## src/rtl/usb_tx_bit_sequencer.sv

```systemverilog
// Sequences load/shift strobes for the USB 1.1 TX shift register, one bit time per
// CLKS_PER_BIT clocks, inserting stuff periods after six 1s and generating the EOP.
module usb_tx_bit_sequencer #(
    parameter int unsigned CLKS_PER_BIT = 8
) (
    input  logic       clk,
    input  logic       rst,
    input  logic       byte_valid,
    input  logic [7:0] byte_data,
    input  logic       byte_last,
    output logic       byte_ready,
    output logic       sr_load,
    output logic [7:0] sr_data,
    output logic       sr_shift,
    output logic       stuff_zero,
    output logic       tx_se0,
    output logic       tx_busy,
    output logic       tx_err
);

    localparam int unsigned TW = (CLKS_PER_BIT > 1) ? $clog2(CLKS_PER_BIT) : 1;
    localparam logic [TW-1:0] TimerMax = TW'(CLKS_PER_BIT - 1);

    typedef enum logic [2:0] {StIdle, StSend, StStuff, StEopSe0, StEopJ} state_e;

    state_e        state_q, state_d;
    logic [TW-1:0] bit_timer_q, bit_timer_d;
    logic [2:0]    bit_idx_q, bit_idx_d;
    logic [2:0]    ones_cnt_q, ones_cnt_d;
    logic          last_q, last_d;
    logic [7:0]    cur_byte_q, cur_byte_d;
    logic          byte_done_q, byte_done_d;

    logic       period_end, boundary, cur_bit;
    logic [2:0] ones_inc;
    logic       ready_c, load_c, shift_c, err_c;

    always_comb begin
        state_d     = state_q;
        bit_idx_d   = bit_idx_q;
        ones_cnt_d  = ones_cnt_q;
        last_d      = last_q;
        cur_byte_d  = cur_byte_q;
        byte_done_d = byte_done_q;
        ready_c     = 1'b0;
        load_c      = 1'b0;
        shift_c     = 1'b0;
        err_c       = 1'b0;
        boundary    = 1'b0;

        period_end  = (bit_timer_q == TimerMax);
        if (state_q == StIdle || period_end) begin
            bit_timer_d = '0;
        end else begin
            bit_timer_d = bit_timer_q + TW'(1);
        end

        cur_bit  = cur_byte_q[bit_idx_q];
        ones_inc = !cur_bit ? 3'd0 : (ones_cnt_q == 3'd6) ? 3'd6 : ones_cnt_q + 3'd1;

        unique case (state_q)
            StIdle: begin
                ready_c = 1'b1;
                if (byte_valid) begin
                    load_c      = 1'b1;
                    cur_byte_d  = byte_data;
                    last_d      = byte_last;
                    bit_idx_d   = 3'd0;
                    ones_cnt_d  = 3'd0;
                    byte_done_d = 1'b0;
                    state_d     = StSend;
                end
            end
            StSend: begin
                if (period_end) begin
                    ones_cnt_d = ones_inc;
                    if (ones_inc == 3'd6) begin
                        state_d    = StStuff;
                        ones_cnt_d = 3'd0;
                        if (bit_idx_q == 3'd7) begin
                            byte_done_d = 1'b1;
                        end else begin
                            shift_c   = 1'b1;
                            bit_idx_d = bit_idx_q + 3'd1;
                        end
                    end else if (bit_idx_q != 3'd7) begin
                        shift_c   = 1'b1;
                        bit_idx_d = bit_idx_q + 3'd1;
                    end else begin
                        boundary = 1'b1;
                    end
                end
            end
            StStuff: begin
                if (period_end) begin
                    if (byte_done_q) begin
                        boundary = 1'b1;
                    end else begin
                        state_d = StSend;
                    end
                end
            end
            StEopSe0: begin
                // bit_idx counts the two SE0 bit times
                if (period_end) begin
                    if (bit_idx_q == 3'd1) begin
                        bit_idx_d = 3'd0;
                        state_d   = StEopJ;
                    end else begin
                        bit_idx_d = 3'd1;
                    end
                end
            end
            StEopJ: begin
                if (period_end) begin
                    state_d = StIdle;
                end
            end
            default: state_d = StIdle;
        endcase

        if (boundary) begin
            if (last_q) begin
                state_d   = StEopSe0;
                bit_idx_d = 3'd0;
            end else begin
                ready_c = 1'b1;
                if (byte_valid) begin
                    load_c      = 1'b1;
                    cur_byte_d  = byte_data;
                    last_d      = byte_last;
                    bit_idx_d   = 3'd0;
                    byte_done_d = 1'b0;
                    state_d     = StSend;
                end else begin
                    err_c     = 1'b1;
                    bit_idx_d = 3'd0;
                    state_d   = StEopSe0;
                end
            end
        end
    end

    always_ff @(posedge clk or posedge rst) begin
        if (rst) begin
            state_q     <= StIdle;
            bit_timer_q <= '0;
            bit_idx_q   <= 3'd0;
            ones_cnt_q  <= 3'd0;
            last_q      <= 1'b0;
            cur_byte_q  <= 8'd0;
            byte_done_q <= 1'b0;
        end else begin
            state_q     <= state_d;
            bit_timer_q <= bit_timer_d;
            bit_idx_q   <= bit_idx_d;
            ones_cnt_q  <= ones_cnt_d;
            last_q      <= last_d;
            cur_byte_q  <= cur_byte_d;
            byte_done_q <= byte_done_d;
        end
    end

    // Gate strobes with rst so nothing fires in the cycle reset asserts
    assign byte_ready = ready_c & ~rst;
    assign sr_load    = load_c & ~rst;
    assign sr_shift   = shift_c & ~rst;
    assign tx_err     = err_c & ~rst;
    assign sr_data    = byte_data;
    assign stuff_zero = (state_q == StStuff);
    assign tx_se0     = (state_q == StEopSe0);
    assign tx_busy    = (state_q != StIdle);

endmodule

```

## config.mk

```make
export PLATFORM = sky130hd
export DESIGN_NAME = usb_tx_bit_sequencer
export DESIGN_NICKNAME = d
export VERILOG_FILES = /design/src/rtl/usb_tx_bit_sequencer.sv
export SDC_FILE = /design/constraint.sdc
export NUM_CORES = 1
export LEC_CHECK = 0
export ABC_AREA = 1
export BUFFER_PORTS_ARGS = -buffer_cell sky130_fd_sc_hd__buf_2
export CAP_MARGIN = 20
export CORE_ASPECT_RATIO = 0.7
export CORE_UTILIZATION = 45
export DETAILED_ROUTE_END_ITERATION = 16
export GPL_ROUTABILITY_DRIVEN = 0
export GPL_TIMING_DRIVEN = 0
export PLACE_DENSITY = 0.65
export SKIP_CTS_REPAIR_TIMING = 1
export SYNTH_ARGS = -nofsm -noshare
export SYNTH_HDL_FRONTEND = slang
export SYNTH_SLANG_ARGS = --single-unit
```

## constraint.sdc

```tcl
create_clock -name clk -period 2.23 [get_ports clk]
set_input_delay 0.223 -clock clk [delete_from_list [all_inputs] [get_ports clk]]
set_output_delay 0.223 -clock clk [all_outputs]
set_load 0.01 [all_outputs]
```

Word-level counts from Yosys, hierarchy flattened
Cells that the tools add are included.

Flip-flop bits (word level): 22. Input port bits: 12. Output and inout bits: 15. Word-level logic and storage cells: 115.

Add/subtract/negate cells: 3. $lt $le $gt $ge: 1. Eq/ne operators: 22. Multiplexer cells: 69. Bitwise operators: 5. Reductions and logical operators: 8.

Operator list (number): 3-bit two-way mux (21); 8-bit two-way mux (5); 1-bit two-way mux (35); 3-bit equality test, second input constant (5); 3-bit inequality test, second input constant (5); 3-bit case mux with 5 select lines (1); 3-bit by 1-bit adder with 3-bit output, second input constant (3); 3-bit by 1-bit inequality test with 1-bit output, second input constant (3); 3-bit case mux with 3 select lines (1); 4-bit inequality test, second input constant (2); 8-bit AND reduction (1); 3-bit by 1-bit equality test with 1-bit output, second input constant (2); 3-bit by 2-bit equality test with 1-bit output, second input constant (2); 3-bit case mux with 2 select lines (1); 6-bit AND reduction (1); 1-bit AND (4); 3-bit by 4-bit < comparator with 1-bit output, second input constant (1); 2-bit two-way mux (2); 2-bit inequality test, second input constant (2); 1-bit case mux with 2 select lines (2); 4-bit nonzero test (1); 1-bit binary-select mux with 3-bit select (1); 3-bit zero test (1); 3-bit by 2-bit inequality test with 1-bit output, second input constant (1); other kinds (5) (5).

Longest topological paths before layout
Gate-level depths: netlist (run 1).

Depth in word-level cells: 10. Gate-level depth with buffers: 14. Depth with buffers taken out: 14.

Worst setup path after synthesis (run 1)
No wires, ideal clock.

Path type: register -> output. Start: register bit_idx_q[0]. End: output sr_load. Arrival: 1.569 ns. Required time: 2.007 ns. Slack: 0.438 ns. Cell stages (with the launch flop): 11. Path buffers: 0. Path through: dfrtp_1 -> ha_1 -> ha_1 -> inv_1 -> nor2_1 -> nand2_2 -> nand2_4 -> nand2_4 -> inv_1 -> nand3_1 -> a21oi_1.

Word-level cells in the longest chain between the ends: 9. Elaborated cells between the ends (all ways): 11. Classes of those cells: 2 x eq/ne; 8 x mux; 1 x bitwise.

Ends and longest elaborated chain: start, declared (RTL line 28) `logic [2:0] bit_idx_q, bit_idx_d;`; start signal, assigned (RTL line 156) `bit_idx_q <= bit_idx_d;`; 1-bit binary-select mux with 3-bit select (RTL line 58) `cur_bit = cur_byte_q[bit_idx_q];`; 1-bit two-way mux (implied by the code) (RTL line 58); 3-bit two-way mux (RTL line 59) `ones_inc = !cur_bit ? 3'd0 : (ones_cnt_q == 3'd6) ? 3'd6 : ones_cnt_q + 3'd1;`; 3-bit equality test (RTL line 77) `if (ones_inc == 3'd6) begin`; 1-bit two-way mux (*) (RTL line 77); 1-bit two-way mux (*) (RTL line 75) `if (period_end) begin`; 1-bit case mux with 2 select lines (*) (RTL line 61) `unique case (state_q)`; 1-bit two-way mux (*) (RTL line 122) `if (boundary) begin`; 1-bit AND (*) (RTL line 166) `assign sr_load = load_c & ~rst;`; end, declared (RTL line 12) `output logic sr_load,`.

Mark *: on every way between the ends. The rest lies on a longest branch, timed or not. The select of a mux whose other input is x is not followed.

Worst setup path in the final report (run 1)
Start: register bit_idx_q[0]. End: output byte_ready.

Word-level cells in the longest chain between the ends: 9. Elaborated cells between the ends (all ways): 11. Classes of those cells: 2 x eq/ne; 8 x mux; 1 x bitwise.

Ends and longest elaborated chain: 1-bit binary-select mux with 3-bit select (RTL line 58); 1-bit two-way mux (implied by the code) (RTL line 58); 3-bit two-way mux (RTL line 59); 3-bit equality test (RTL line 77); 1-bit two-way mux (*) (RTL line 77); 1-bit two-way mux (*) (RTL line 75); 1-bit case mux with 2 select lines (*) (RTL line 61); 1-bit two-way mux (*) (RTL line 122); 1-bit AND (*) (RTL line 165) `assign byte_ready = ready_c & ~rst;`; end, declared (RTL line 11) `output logic byte_ready,`.

Marked as above.

==> results of run 1 <==
[through the flow]
step	utilization, %	hold slack, ps	power (mW)	std cells
finish	61.28	185.0	2.362	303
global route	61.28	278.3	2.584	303
CTS	56.02	214.1	2.125	289
detailed placement	53.80	424.8	1.744	285
global placement	53.80	426.9	1.721	285
floorplan	-	212.2	1.488	212
[worst reg2reg max path, stage by stage, from the launching register on]
cell and delay, ps:
dfrtp_2 470, inv_4 70, nand2_1 70, nand3_1 80, nand2_1 80, nand2_1 50, nand2_2 110, nand4_4 90
nand2_2 100, nand2_4 80, a31oi_4 260, buf_6 150, buf_4 100, buf_4 140, o21ai_1 80
[routing by layer]
layer  track usage, %  share of wire, %
met4            3.922              0.46
met2            27.20                43
met5                0                 0
met1            31.19                53
met3            4.734               3.1
[state kept, by name (all words and copies together), names as in the netlist]
| name | count |
|---|---|
| cur_byte_q | 8 |
| bit_idx_q | 3 |
| bit_timer_q | 3 |
| ones_cnt_q | 3 |
| state_q | 3 |
| byte_done_q | 1 |
| last_q | 1 |
[logic make-up after synthesis]
logic type	count (synthesis)	share of synthesized area, %
adder cells (fa/ha/maj)	8	6.504
AND/OR/NAND/NOR	105	31.06
buffers and inverters	42	12.68
XOR/XNOR	1	0.5692
AO/OA/AOI/OAI	34	13.42
flip-flops	22	35.77
[power breakdown]
part / total, mW / leakage (nW) / internal [mW] / switching [mW]
Clock: 0.375 / 0.0357 / 0.240 / 0.135
Combinational: 1.31 / 0.741 / 0.551 / 0.763
Sequential: 0.673 / 0.282 / 0.551 / 0.122
[placed cells by master, fill, tap and decap left out, types with 2 or more instances in the layout]
| cell type | instances |
|---|---|
| inv_1 | 25 |
| o21ai_1 | 7 |
| buf_4 | 22 |
| ha_2 | 2 |
| nand3_1 | 16 |
| nor4_1 | 2 |
| nor2_4 | 2 |
| inv_2 | 3 |
| nor2_2 | 3 |
| ha_1 | 5 |
| buf_2 | 26 |
| nand2_2 | 6 |
| nand2_4 | 2 |
| clkbuf_8 | 3 |
| nor2_1 | 9 |
| dfrtp_1 | 21 |
| o21ai_0 | 14 |
| nand2_1 | 56 |
| a21oi_1 | 7 |
| inv_4 | 3 |
| nand4_1 | 5 |
[cell type report]
| class | instances | area, um^2 |
|---|---|---|
| sequential | 22 | 551.8 |
| multi-input combinational | 148 | 848.3 |
| timing repair buffer | 40 | 235.2 |
| clock inverter | 1 | 30.03 |
| inverter | 32 | 127.6 |
| buffer | 10 | 75.07 |
| clock buffer | 3 | 41.29 |
| fill | 317 | 1244 |
| tap | 47 | 58.81 |
[final timing paths]
| kind | slack, ps | endpoint |
|---|---|---|
| hold reg to reg | 440 | bit_timer_q[0]$_DFF_PP0_ |
| min in group clk | 270 | cur_byte_q[5]$_DFF_PP0_ |
| max in group asynchronous | 1460 | bit_idx_q[0]$_DFFE_PP0P_ |
| hold / removal | 190 | cur_byte_q[5]$_DFF_PP0_ |
| setup reg to reg | 170 | cur_byte_q[2]$_DFF_PP0_ |
| setup / recovery | -40 | byte_ready |
==> key figures, run 1 <==
Logic synthesis
  • Ranking of synthesized cells by area: dfrtp_1 36%, nand2_1 14%, inv_1 7.1%
  • Synth Instances: 212
  • Post-synth top area cell: dfrtp_1
  • FFs w/ async S/R, synth: 100.0%
  • Cell area after synthesis: 1539 um^2
  • Ys flop type: dfrtp_1
  • Synthesized area per cell: 7.259 um^2
  • Yosys cell types: 29
  • Mapped Nets: 232
  • Top-count cell post-synth: nand2_1
  • Register area share after synthesis: 35.77%
  • Synth top cells by count: 59 x nand2_1, 29 x inv_1, 22 x dfrtp_1, 16 x nand3_1, 14 x o21ai_0
  • Ys Warns: 0
  • EDFF count, synth: 0
  • Synth top area share: 35.77%
  • Register bit total from synthesis: 22

Hold path
  • Hold WC Path Type: input port to asynchronous set/reset pin

Floorplan
  • IO Count: 27
  • Core area: 3212 um^2
  • Die Y: 50.93 um
  • Initial Util: 47.92%
  • FP Rows: 17
  • Die X: 71.90 um
  • Die area: 3662 um^2

Drt
  • Detailed Routing Iterations Pass 1: 4
  • Final WL: 3507 um
  • Remaining antenna violation count: 0
  • Vias/cell: 4.855
  • Drt drc: 0
  • Post-DR wirelength/cell: 11.57 um
  • Via count: 1,471
  • Initial DRC Count: 48

Job
  • Max cap viols: 0

Finish
  • Final Net Count: 277
  • Area growth syn-to-layout: 27.89%
  • Design Area, Final: 1968 um^2
  • Diodes inserted: 0
  • Share of cells above drive strength 1: 32.42%

Timing
  • Slew headroom: 43.00%
  • Tightest Pin Transition: 854.0 ps
  • Clock skew: 3.024 ps
  • Endpoints failing setup: 1
  • Worst setup margin: -39.82 ps
  • Final period utilization: 101.8%
  • RSZ-0062 raised after global routing: true
  • Peak Freq: 440.6 MHz
  • Final worst path period need: 2270 ps
  • Slew Limit Fails: 0
  • Fin. Hold Viols: 0
  • Setup_tns: -39.82 ps

Critical path
  • FF-to-FF Start: bit_idx_q[0]$_DFFE_PP0P_
  • Crit. End Element: output pin
  • Req. time, crit path: 2010 ps
  • CP Max Fanout: 8
  • CP bufs+invs: 3
  • Top delay family on crit path: simple AND/OR/NAND/NOR gates
  • Crit path from: bit_idx_q[0]$_DFFE_PP0P_
  • Crit start category: flip-flop
  • Largest stage delay on the critical path: 470 ps
  • Cell mode on critical path: nand2_1
  • CP cell instances: inv_4 > nand2_1 > nand3_1 > nand2_1 > nand2_1 > nand2_2 > nand4_4 > nand2_2 > nand2_4 > a31oi_4 > buf_6 > nor2_2 > buf_2
  • Crit path kind: flip-flop to output pin
  • Worst EP arrival: 2050 ps
  • Reg2reg path depth: 14
  • Slowest CP cell: dfrtp_2
  • Crit. path cell count: 13

Placed design
  • DP Worst Slack: 63.65 ps
  • Placed cell area: 1728 um^2
  • IO Port Bufs: 26
  • Post-DP HPWL: 2548 um

Outcome
  • Failing checks: setup timing
  • Status: finished with violations

GRT
  • Largest net degree at the start of global routing: 23
  • Vias in the first global route: 1,196
  • First-pass GRT wire length: 5554 um
  • Initial antenna violation count: 0
  • GR Overflow Total: 0
  • Total GRT Usage: 19.87%

Clock tree
  • Clk buf depth: 2
  • Total CTS buffers: 3
  • Worst-Skew Late Latency: 270 ps
  • CTS root buf: clkbuf_8
  • Clk sink count: 22
  • Clk slew on worst S/H paths: 80 ps
  • H-Tree Depth: 1
  • TritonCTS clock tree: built

Pwr
  • VDD IR max: 739.9 uV
  • Power per cell area: 1200 nW/um^2
  • P_leak: 1.059 nW
Note: power is estimated with default switching activity, not from simulation.
==> run 2: changes to the inputs <==
--- a/config.mk
+++ b/config.mk
@@ -13,7 +13,7 @@
 export DETAILED_ROUTE_END_ITERATION = 16
 export GPL_ROUTABILITY_DRIVEN = 0
 export GPL_TIMING_DRIVEN = 0
-export PLACE_DENSITY = 0.65
+export PLACE_DENSITY_LB_ADDON = 0.08
 export SKIP_CTS_REPAIR_TIMING = 1
 export SYNTH_ARGS = -nofsm -noshare
 export SYNTH_HDL_FRONTEND = slang
==> key figures, run 2 (synthesis results as in run 1) <==
Clock tree
  • Clk slew on worst S/H paths: 80 ps (about the same)
  • Clk sink count: 22 (unchanged)
  • TritonCTS clock tree: built
  • Worst-Skew Late Latency: 270 ps (about the same)
  • Total CTS buffers: 3 (unchanged)
  • CTS root buf: clkbuf_8
  • Clk buf depth: 2 (unchanged)
  • H-Tree Depth: 1 (unchanged)

Timing
  • Fin. Hold Viols: 0 (unchanged)
  • RSZ-0062 raised after global routing: true
  • Clock skew: 1.067 ps (-1.957 ps)
  • Slew headroom: 43.51% (+0.51 points)
  • Endpoints failing setup: 1 (unchanged)
  • Final worst path period need: 2260 ps (-9.940 ps)
  • Peak Freq: 442.5 MHz (+0.44%)
  • Tightest Pin Transition: 846.4 ps (-7.634 ps)
  • Final period utilization: 101.3% (-0.45 points)
  • Slew Limit Fails: 0 (unchanged)
  • Worst setup margin: -29.88 ps (+9.940 ps)

Floorplan
  • Core area: 3212 um^2 (unchanged)
  • Die X: 71.90 um (unchanged)
  • Initial Util: 47.92% (unchanged)
  • Die Y: 50.93 um (unchanged)
  • FP Rows: 17 (unchanged)
  • IO Count: 27 (unchanged)
  • Die area: 3662 um^2 (unchanged)

Drt
  • Detailed Routing Iterations Pass 1: 4 (unchanged)
  • Drt drc: 0 (unchanged)
  • Final WL: 3531 um (+0.68%)
  • Vias/cell: 4.890 (+0.72%)
  • Remaining antenna violation count: 0 (unchanged)
  • Via count: 1,462 (-0.61%)
  • Post-DR wirelength/cell: 11.81 um (+2.0%)
  • Initial DRC Count: 68 (+42%)

Finish
  • Area growth syn-to-layout: 25.61%
  • Max FFs per register: 8 (unchanged)
  • Most frequent cells in the layout: 56 x nand2_1, 27 x inv_1, 25 x buf_2
  • Share of cells above drive strength 1: 30.95% (-1.5 points)
  • Most flop-heavy register: cur_byte_q
  • Filler cells: 302 (-4.7%)
  • Most common cell after layout, fill and taps aside: nand2_1
  • Diodes inserted: 0 (unchanged)
  • Final Net Count: 273 (-1.4%)

GRT
  • Total GRT Usage: 20.26% (+0.39 points)
  • First-pass GRT wire length: 5720 um (+3.0%)
  • Initial antenna violation count: 0 (unchanged)
  • Vias in the first global route: 1,263 (+5.6%)
  • Largest net degree at the start of global routing: 23 (unchanged)
  • GR Overflow Total: 0 (unchanged)

Pwr
  • P_leak: 1.040 nW (-1.8%)
  • Power per cell area: 1172 nW/um^2 (-2.4%)
  • VDD IR max: 691.9 uV (-6.5%)
  • Total Power: 2.265 mW (-4.1%)

Critical path
  • Crit path kind: flip-flop to output pin
  • CP Max Fanout: 8 (unchanged)
  • Crit start category: flip-flop
  • Largest stage delay on the critical path: 460 ps (about the same)
  • Reg-to-reg slack, setup: 300 ps (+130 ps)
  • CP cell instances: inv_2 > nand2_1 > nand3_1 > nand2_1 > nand2_1 > nand2_2 > nand4_4 > nand2_2 > nand2_4 > a31oi_4 > buf_6 > nor2_4 > buf_6
  • Slowest CP cell: dfrtp_2
  • Cell mode on critical path: nand2_1
  • Crit. End Element: output pin
  • Req. time, crit path: 2010 ps (about the same)
  • Worst EP arrival: 2040 ps (about the same)

Hold path
  • Hold WC Path Type: input port to asynchronous set/reset pin

Placed design
  • Post-DP HPWL: 2553 um (+0.20%)
  • IO Port Bufs: 26 (unchanged)
  • DP Worst Slack: 104.5 ps (+40.84 ps)

Job
  • Max cap viols: 0 (unchanged)

Outcome
  • Failing checks: setup timing
  • Status: finished with violations
## run 2: cell types whose count changed in the layout (fill, tap and decap cells not counted)
cell,change
clkbuf_8,+1
nor2_1,-1
inv_1,+2
bufinv_16,-1
buf_2,-1
nand3_1,-1
nor3_1,+1
inv_2,-1
inv_4,-1
nor2_4,+1
nor3_2,-1
buf_4,-4
buf_6,+1
nand3_2,+1
## run 2: per-layer routing
| metal | part of all wire (%) | global-route usage (%) | up-vias |
|---|---|---|---|
| li1 | - | - | 760 |
| met1 | 51 | 29.21 | 665 |
| met2 | 43 | 30.66 | 32 |
| met3 | 5.2 | 4.734 | 5 |
| met4 | 0.74 | 4.902 | 0 |
| met5 | 0 | 0 | - |
## run 2: path summary, 6_finish.rpt
check,from,to,cells past startpoint
worst max-delay path,bit_idx_q[0]$_DFFE_PP0P_,byte_ready,13
worst min-delay path,rst,cur_byte_q[2]$_DFF_PP0_,2
worst max register to register,bit_idx_q[0]$_DFFE_PP0P_,cur_byte_q[7]$_DFF_PP0_,13
worst min register to register,bit_timer_q[0]$_DFF_PP0_,bit_timer_q[0]$_DFF_PP0_,1
max in group asynchronous,rst,bit_idx_q[0]$_DFFE_PP0P_,2
min in group clk,byte_data[5],cur_byte_q[5]$_DFF_PP0_,3
## run 2: final cells by class
type                    instances  area [um^2]  area share, %
multi-input cells             148        855.8          44.27
flip-flops and latches         22        551.8          28.54
repair buffers                 36        211.5          10.94
inverters                      32        125.1          6.473
plain buffers                  10        75.07          3.884
well taps                      47        58.81          3.042
clock buffers                   4        55.05          2.848
## run 2: worst max-delay path, delay by kind of cell (launching register included)
family | cells | cell delay [ps]
flip-flops | 1 | 460
buffers and inverters | 3 | 350
AO/OA/AOI/OAI | 1 | 240
AND/OR/NAND/NOR | 9 | 700
## run 2: metrics by stage
step           instances  utilization, %  TNS, ps  hold slack, ps  instance area, um^2
6_report             299           60.19   -29.88           178.6                 1933
5_1_grt              299           60.19   -295.5           269.7                 1933
4_1_cts              289           55.51   -345.7           198.6                 1783
3_5_place_dp         285           53.80        0           430.1                 1728
3_3_place_gp         285           53.80        0           427.9                 1728
2_1_floorplan        212               -        0           212.2                 1539
## run 2: power by group
part | switching, mW | leakage [nW] | internal (mW)
clock | 0.135 | 0.0288 | 0.158
sequential | 0.120 | 0.282 | 0.551
combinational | 0.777 | 0.729 | 0.524
